--- config.mk ---
export PLATFORM = sky130hd
export DESIGN_NAME = spgd_update_ctrl
export DESIGN_NICKNAME = d
export VERILOG_FILES = /design/src/rtl/spgd_update_ctrl.sv
export SDC_FILE = /design/constraint.sdc
export NUM_CORES = 1
export LEC_CHECK = 0
export CORE_MARGIN = 2
export CORE_UTILIZATION = 58
export CTS_CLUSTER_DIAMETER = 120
export CTS_CLUSTER_SIZE = 16
export DETAILED_ROUTE_END_ITERATION = 6
export PLACE_DENSITY = 0.8
export SYNTH_ARGS = -nofsm -noshare
export SYNTH_HDL_FRONTEND = slang
export SYNTH_SLANG_ARGS = --single-unit
--- constraint.sdc ---
create_clock -name ADC_CLK -period 5.5 [get_ports ADC_CLK]
set_clock_uncertainty 0.15 [all_clocks]
set_input_delay 0.825 -clock ADC_CLK [delete_from_list [all_inputs] [get_ports ADC_CLK]]
set_output_delay 0.825 -clock ADC_CLK [all_outputs]
set_load 0.005 [all_outputs]
--- src/rtl/spgd_update_ctrl.sv ---
// SPGD control-vector update sequencer: latches J+/J-, requests gain*dJ from the shared
// multiplier, applies +/-step to every channel and advances the perturbation LFSR.
// Optional feature macro: SPGD_STEP_LIMIT_EN clamps the step to [-STEP_MAX, STEP_MAX].
module spgd_update_ctrl #(
  parameter int          N_CH       = 8,
  parameter int          J_W        = 16,
  parameter int          U_W        = 14,
  parameter int          GAIN_SHIFT = 4,
  parameter logic [15:0] LFSR_SEED  = 16'hACE1,
  parameter int          STEP_MAX   = 1024
) (
  input  logic                  ADC_CLK,
  input  logic                  RST_N,
  input  logic                  JP_WRT,
  input  logic                  JM_WRT,
  input  logic                  U_WRT,
  input  logic signed [J_W-1:0] J_IN,
  input  logic signed [7:0]     GAIN,
  output logic                  MUL_REQ,
  output logic signed [J_W:0]   MUL_A,
  output logic signed [7:0]     MUL_B,
  input  logic                  MUL_ACK,
  input  logic signed [J_W+8:0] MUL_P,
  output logic                  U_WE,
  output logic [3:0]            U_ADDR,
  output logic signed [U_W-1:0] U_DATA,
  output logic [N_CH-1:0]       PERT_SIGN,
  output logic                  BUSY,
  output logic                  DONE,
  output logic                  OVERRUN
);

  localparam int IW = (N_CH > 1) ? $clog2(N_CH) : 1;
  localparam int PW = J_W + 9;
  localparam int AW = ((U_W > PW) ? U_W : PW) + 2;
  localparam logic signed [AW-1:0] U_MAX = AW'((1 << (U_W - 1)) - 1);
  localparam logic signed [AW-1:0] U_MIN = ~U_MAX;

  if (N_CH < 1 || N_CH > 16 || LFSR_SEED == 16'h0000 || STEP_MAX < 1) begin : g_param_check
    $error("spgd_update_ctrl: illegal parameter value");
  end

  typedef enum logic [2:0] {IDLE, MREQ, UPD, STEP, FIN} state_t;

  state_t                state;
  logic signed [J_W-1:0] jp;
  logic signed [J_W-1:0] jm;
  logic signed [J_W:0]   dj;
  logic signed [7:0]     gain;
  logic signed [PW-1:0]  step;
  logic signed [U_W-1:0] u_sh [N_CH];
  logic [15:0]           lfsr;
  logic [IW-1:0]         idx;

  logic signed [PW-1:0]  step_next;
  logic signed [AW-1:0]  cur;
  logic signed [AW-1:0]  delta;
  logic signed [AW-1:0]  sum;
  logic signed [U_W-1:0] u_new;

  assign MUL_A     = dj;
  assign MUL_B     = gain;
  assign PERT_SIGN = lfsr[N_CH-1:0];

`ifdef SPGD_STEP_LIMIT_EN
  localparam logic signed [PW-1:0] S_MAX = PW'(STEP_MAX);
  localparam logic signed [PW-1:0] S_MIN = -S_MAX;
`endif

  always_comb begin
    step_next = MUL_P >>> GAIN_SHIFT;
`ifdef SPGD_STEP_LIMIT_EN
    if (step_next > S_MAX)
      step_next = S_MAX;
    else if (step_next < S_MIN)
      step_next = S_MIN;
`endif
  end

  // Wide enough that negating the most negative step and the add cannot wrap before saturation
  always_comb begin
    cur   = AW'(u_sh[idx]);
    delta = PERT_SIGN[idx] ? AW'(step) : -AW'(step);
    sum   = cur + delta;
    if (sum > U_MAX)
      u_new = U_MAX[U_W-1:0];
    else if (sum < U_MIN)
      u_new = U_MIN[U_W-1:0];
    else
      u_new = sum[U_W-1:0];
  end

  always_ff @(posedge ADC_CLK) begin
    if (!RST_N) begin
      state   <= IDLE;
      jp      <= '0;
      jm      <= '0;
      dj      <= '0;
      gain    <= '0;
      step    <= '0;
      for (int i = 0; i < N_CH; i++) u_sh[i] <= '0;
      lfsr    <= LFSR_SEED;
      idx     <= '0;
      MUL_REQ <= 1'b0;
      U_WE    <= 1'b0;
      U_ADDR  <= '0;
      U_DATA  <= '0;
      BUSY    <= 1'b0;
      DONE    <= 1'b0;
      OVERRUN <= 1'b0;
    end else begin
      if (JP_WRT) jp <= J_IN;
      if (JM_WRT) jm <= J_IN;
      // FIN is the DONE cycle, so a start request there also counts as an overrun
      if (U_WRT && state != IDLE) OVERRUN <= 1'b1;
      U_WE <= 1'b0;
      DONE <= 1'b0;
      case (state)
        IDLE: begin
          if (U_WRT) begin
            dj      <= (J_W+1)'(jp) - (J_W+1)'(jm);
            gain    <= GAIN;
            BUSY    <= 1'b1;
            MUL_REQ <= 1'b1;
            state   <= MREQ;
          end
        end
        MREQ: begin
          if (MUL_ACK) begin
            step    <= step_next;
            MUL_REQ <= 1'b0;
            idx     <= '0;
            state   <= UPD;
          end
        end
        UPD: begin
          u_sh[idx] <= u_new;
          U_WE      <= 1'b1;
          U_ADDR    <= 4'(idx);
          U_DATA    <= u_new;
          if (idx == IW'(N_CH - 1))
            state <= STEP;
          else
            idx <= idx + 1'b1;
        end
        STEP: begin
          lfsr  <= {lfsr[14:0], lfsr[15] ^ lfsr[13] ^ lfsr[12] ^ lfsr[10]};
          DONE  <= 1'b1;
          BUSY  <= 1'b0;
          state <= FIN;
        end
        FIN:     state <= IDLE;
        default: state <= IDLE;
      endcase
    end
  end

endmodule

==> qor.tcl <==
set qor(dominant_delay_contributor_by_cell_family_on_the_critical_path) {compound AO/OA/AOI/OAI gates}
set qor(grt_pass1_wl_um) 45100
set qor(critical_path.slowest_cell) {sky130_fd_sc_hd__dfxtp_1}
set qor(synth.avg_cell_area_um2) 10.4
set qor(postSynth.topFlopCell) {sky130_fd_sc_hd__dfxtp_1}
set qor(clk-insertion-delay-late_ns) 0.50
set qor(clock_tree_buf_depth) 3
set qor(detail_route.first_pass.iterations) 5
set qor(drive_above_1_share_pct) 13.3
set qor(postPlaceCellArea_mm2) 0.0137
set qor(whs_endpoint) {U_DATA[10]}
set qor(overflow) 0
set qor(cts_buffers) 18
set qor(crit_buf_inv) 3
set qor(floorplan.initialDensity_pct) 58.9
set qor(place.gp.congestion) 0.900
set qor(hold_start) {U_DATA[10]}
set qor(postLayoutCellArea_mm2) 0.0144
set qor(post_synth_inst_count) 1185
set qor(status) {finished clean}
set qor(flip_flop_and_latch_count_after_synthesis) 237
set qor(number_of_remaining_drc_errors) 0
set qor(post-place-ws_ns) -0.0454
set qor(antenna_found_initial) 0
set qor(crit_path_end_kind) {flip-flop}
set qor(routed.top_layer) {met4}
set qor(detail_route.iter0.violations) 720
set qor(power.switching_uw) 1040
set qor(post_cts_hold_buffer_count) 0
set qor(dr_vias_cell) 5.74
set qor(worst_ir_drop_vdd_uv) 225
set qor(endpoint_required_time_on_the_critical_path_ns) 5.57
set qor(netlist_area_mm2) 0.0124
set qor(clkSinkCount) 237
set qor(h_tree_depth) 1
set qor(total_length_of_routed_met3_wires_um) 2140
set qor(worst_slack_setup_final_ns) 0.274
set qor(ys_async_sr_fraction_pct) 0
set qor(max_slew_margin_pct) 22.1
set qor(timing.max_cap.violations) 0
set qor(worst_setup_hold_path_clk_slew_ns) 0.07
set qor(setup.reg_to_reg.worst_slack_ns) 0.27
set qor(met2_length_um) 14200
set qor(part_of_the_power_in_registers_pct) 50.0
set qor(final_nets) 1392
set qor(design.core.area_mm2) 0.0210
set qor(route.detailed.wl_per_inst_um) 18.1
set qor(netSwitchingFraction_pct) 26.4
set qor(finalHoldViolations) 0
set qor(seq_total_area_yosys_pct) 47.5
set qor(boundaryPins) 111
set qor(worstRegToRegCells) 19
set qor(die_x_um) 150
set qor(number_of_non_filler_instances_in_the_completed_layout) 1570
set qor(routed-via-count) 9018
set qor(ys_warn_count) 0
set qor(period_share_pct) 95.0
set qor(place_inst) 1530
set qor(final_core_utilization_pct) 68.9
set qor(crit-reg2reg-launch) {idx[0]}
set qor(synthesis.nets) 1290
set qor(path_cells) {mux2i_1 > o21ai_0 > a211oi_1 > buf_4 > nand2_1 > o21ai_0 > inv_1 > fa_1 > nand2b_1 > a21o_1 > a21o_1 > o31ai_4 > a21boi_0 > xnor2_1 > nor4_2 > a41oi_4 > buf_12 > a31oi_4 > nor2_1}
set qor(dieArea_mm2) 0.0225
set qor(grt_max_degree) 120
set qor(routed_wirelength_um) 28500
set qor(tritoncts_clock_tree) {built}
set qor(logic_gate_share_of_total_power_pct) 18.9
set qor(hp-class) {flip-flop to flip-flop}
set qor(leakage_power_uw) 0.00562
set qor(detail_route.wirelength.met1_um) 11600
set qor(min_path_cells) 2
set qor(layout-area-overhead-vs-synth_pct) 16.9
set qor(cp_max_fo) 9
set qor(drtAntennaViolNets) 0
set qor(maximum_frequency_from_static_timing_analysis_mhz) 191
set qor(synth_enable_flop_cells) 112
set qor(numPortBuffers) 105
set qor(power.density_cell_area_mw_per_mm2) 273
set qor(number_of_global_route_vias_before_repair) 8784
set qor(internal_power_uw) 2900
set qor(report.final.slew_viol_count) 0
set qor(floorplan.rows) 53
set qor(die_y_um) 150
set qor(gr-usage-all-layers_pct) 25.3
set qor(cell_variety_after_synth) 72
set qor(setup_viol) 0
set qor(clock_root_buffer) {sky130_fd_sc_hd__clkbuf_16}
set qor(cpPeakStageDelay_ns) 0.45
set qor(critical_path_arrival_ns) 5.29
set qor(clkPwrFrac_pct) 31.2
set qor(timing.final.crit_period_ns) 5.23
set qor(insertedDiodeCount) 0
set qor(tightest_pin_transition_ns) 1.17
set qor(path_type_of_the_worst_setup_path) {flip-flop to flip-flop}
set qor(place.detailed.hpwl_um) 19400
set qor(cp-start-kind) {flip-flop}
set qor(reg2reg_to) {u_sh[4][6]}
sequential cells by signal, indices dropped and copies added (netlist names), 8 cells and up, named ones only:
| signal | flops |
|---|---|
| MUL_A | 17 |
| MUL_B | 8 |
| U_DATA | 14 |
| jm | 16 |
| jp | 16 |
| lfsr | 16 |
| step | 21 |
| u_sh | 112 |
per-stage QoR:
| step | TNS, ns | hold WS, ns | total power (µW) |
|---|---|---|---|
| 3_3_place_gp | 0 | 0.286 | 2680 |
| 2_1_floorplan | 0 | 0.290 | 2460 |
| 3_5_place_dp | -0.105 | 0.296 | 2700 |
| 4_1_cts | 0 | 0.309 | 3920 |
| 6_report | 0 | 0.302 | 3940 |
| 5_1_grt | -0.120 | 0.332 | 4110 |
cell usage after synthesis, drive strengths merged, types with 2 or more instances:
cell | n | area share [%]
a2111oi | 2 | 0.14
a211oi | 5 | 0.30
a21boi | 42 | 2.6
a21o | 16 | 0.97
a21oi | 54 | 3.2
a311oi | 2 | 0.14
a31oi | 11 | 0.66
and2 | 15 | 0.76
and3 | 5 | 0.29
buf | 18 | 1.1
clkbuf | 52 | 1.6
dfxtp | 125 | 20
edfxtp | 112 | 27
fa | 2 | 0.32
ha | 48 | 4.9
inv | 33 | 1.0
mux2 | 15 | 1.4
mux2i | 40 | 3.2
mux4 | 28 | 5.1
nand2 | 152 | 4.6
nand2b | 12 | 0.61
nand3 | 26 | 1.1
nand3b | 6 | 0.36
nand4 | 11 | 0.56
nor2 | 140 | 4.6
nor2b | 44 | 2.2
nor3 | 9 | 0.46
nor3b | 2 | 0.12
nor4 | 6 | 0.53
nor4b | 2 | 0.19
o211a | 4 | 0.32
o211ai | 8 | 0.53
o21a | 2 | 0.12
o21ai | 52 | 2.3
o21bai | 2 | 0.12
o31ai | 5 | 0.42
o41ai | 2 | 0.20
or2 | 3 | 0.15
or3 | 3 | 0.15
or4b | 2 | 0.19
xnor2 | 34 | 2.6
xor2 | 25 | 1.8
layout by cell type (no fill, tap or decap), types with 5 or more instances in the layout:
cell type and n:
sky130_fd_sc_hd__nand2b_1 12, sky130_fd_sc_hd__a21oi_4 11, sky130_fd_sc_hd__dfxtp_1 124, sky130_fd_sc_hd__nor2_1 124
sky130_fd_sc_hd__mux2i_1 40, sky130_fd_sc_hd__o21ai_0 37, sky130_fd_sc_hd__nand2_1 152, sky130_fd_sc_hd__nand3b_1 6
sky130_fd_sc_hd__nand4_1 11, sky130_fd_sc_hd__edfxtp_1 112, sky130_fd_sc_hd__mux4_2 28, sky130_fd_sc_hd__nor2_2 16
sky130_fd_sc_hd__mux2_2 14, sky130_fd_sc_hd__a21boi_0 42, sky130_fd_sc_hd__a211oi_1 5, sky130_fd_sc_hd__clkbuf_1 8
sky130_fd_sc_hd__clkdlybuf4s50_1 104, sky130_fd_sc_hd__a31oi_1 9, sky130_fd_sc_hd__o21ai_1 8, sky130_fd_sc_hd__nand3_1 26
sky130_fd_sc_hd__clkbuf_16 19, sky130_fd_sc_hd__nor2b_1 44, sky130_fd_sc_hd__buf_12 7, sky130_fd_sc_hd__xnor2_1 32
sky130_fd_sc_hd__ha_1 48, sky130_fd_sc_hd__and2_1 15, sky130_fd_sc_hd__o211ai_1 7, sky130_fd_sc_hd__a21o_1 16
sky130_fd_sc_hd__o21ai_2 7, sky130_fd_sc_hd__xor2_1 25, sky130_fd_sc_hd__buf_4 40, sky130_fd_sc_hd__inv_1 33
sky130_fd_sc_hd__a21oi_1 42, sky130_fd_sc_hd__nor3_1 8
per-layer routing:
| layer | GRT usage (%) | vias up |
|---|---|---|
| met5 | 0 | - |
| met4 | 6.70 | 0 |
| met3 | 5.15 | 49 |
| met2 | 43.0 | 304 |
| met1 | 33.1 | 4313 |
| li1 | - | 4352 |
layout make-up:
class | count | area, µm²
Clock buffer | 27 | 505
Fill cell | 1544 | 6520
Multi-Input combinational cell | 845 | 6100
Inverter | 33 | 124
Clock inverter | 1 | 5.00
Sequential cell | 237 | 5870
Tap cell | 275 | 344
Timing Repair Buffer | 152 | 1490
worst max path at each step:
stage                     slack, ns  startpoint     endpoint  cells after the start
final                          0.27      idx[0]   u_sh[4][6]                     19
after global routing          -0.04      idx[0]   u_sh[4][6]                     19
after CTS                      0.07     step[3]   u_sh[7][0]                     20
after detailed placement      -0.05      idx[0]   u_sh[0][6]                     18
after global placement         0.05      idx[0]   u_sh[7][6]                     18
after floorplan                0.53   flip-flop  u_sh[0][12]                     17
worst min-delay path, cell delays in order (launching register included):
cell and delay, ns:
sky130_fd_sc_hd__dfxtp_1 0.31, sky130_fd_sc_hd__nand2_1 0.05, sky130_fd_sc_hd__o21ai_1 0.05
power by group through the flow:
stage	combinational, µW	clock, µW	sequential (µW)
floorplan	468	0	2000
global placement	679	0	2000
detailed placement	689	0	2010
CTS	702	1250	1970
global route	812	1320	1980
finish	744	1230	1970
cells by family (layout without fill, tap and decap cells):
logic type	count (synthesis)	in the layout	share of synthesized area, %
XOR/XNOR	59	59	4.40
AO/OA/AOI/OAI	212	212	12.5
adder cells (fa/ha/maj)	50	50	5.19
AND/OR/NAND/NOR	440	440	17.0
multiplexers	83	83	9.74
other	1	1	0.0304
buffers and inverters	103	213	3.68
flip-flops	237	237	47.5
what timing repair did:
item                                    4_1_cts  5_1_grt
hold endpoints to repair                      0        0
resized for setup                             0       10
gates cloned                                  0        0
buffers inserted                              4        8
pin swaps                                     1        8
endpoints found under the setup margin       56      117
No activity file was read; power rests on OpenSTA's default activity.
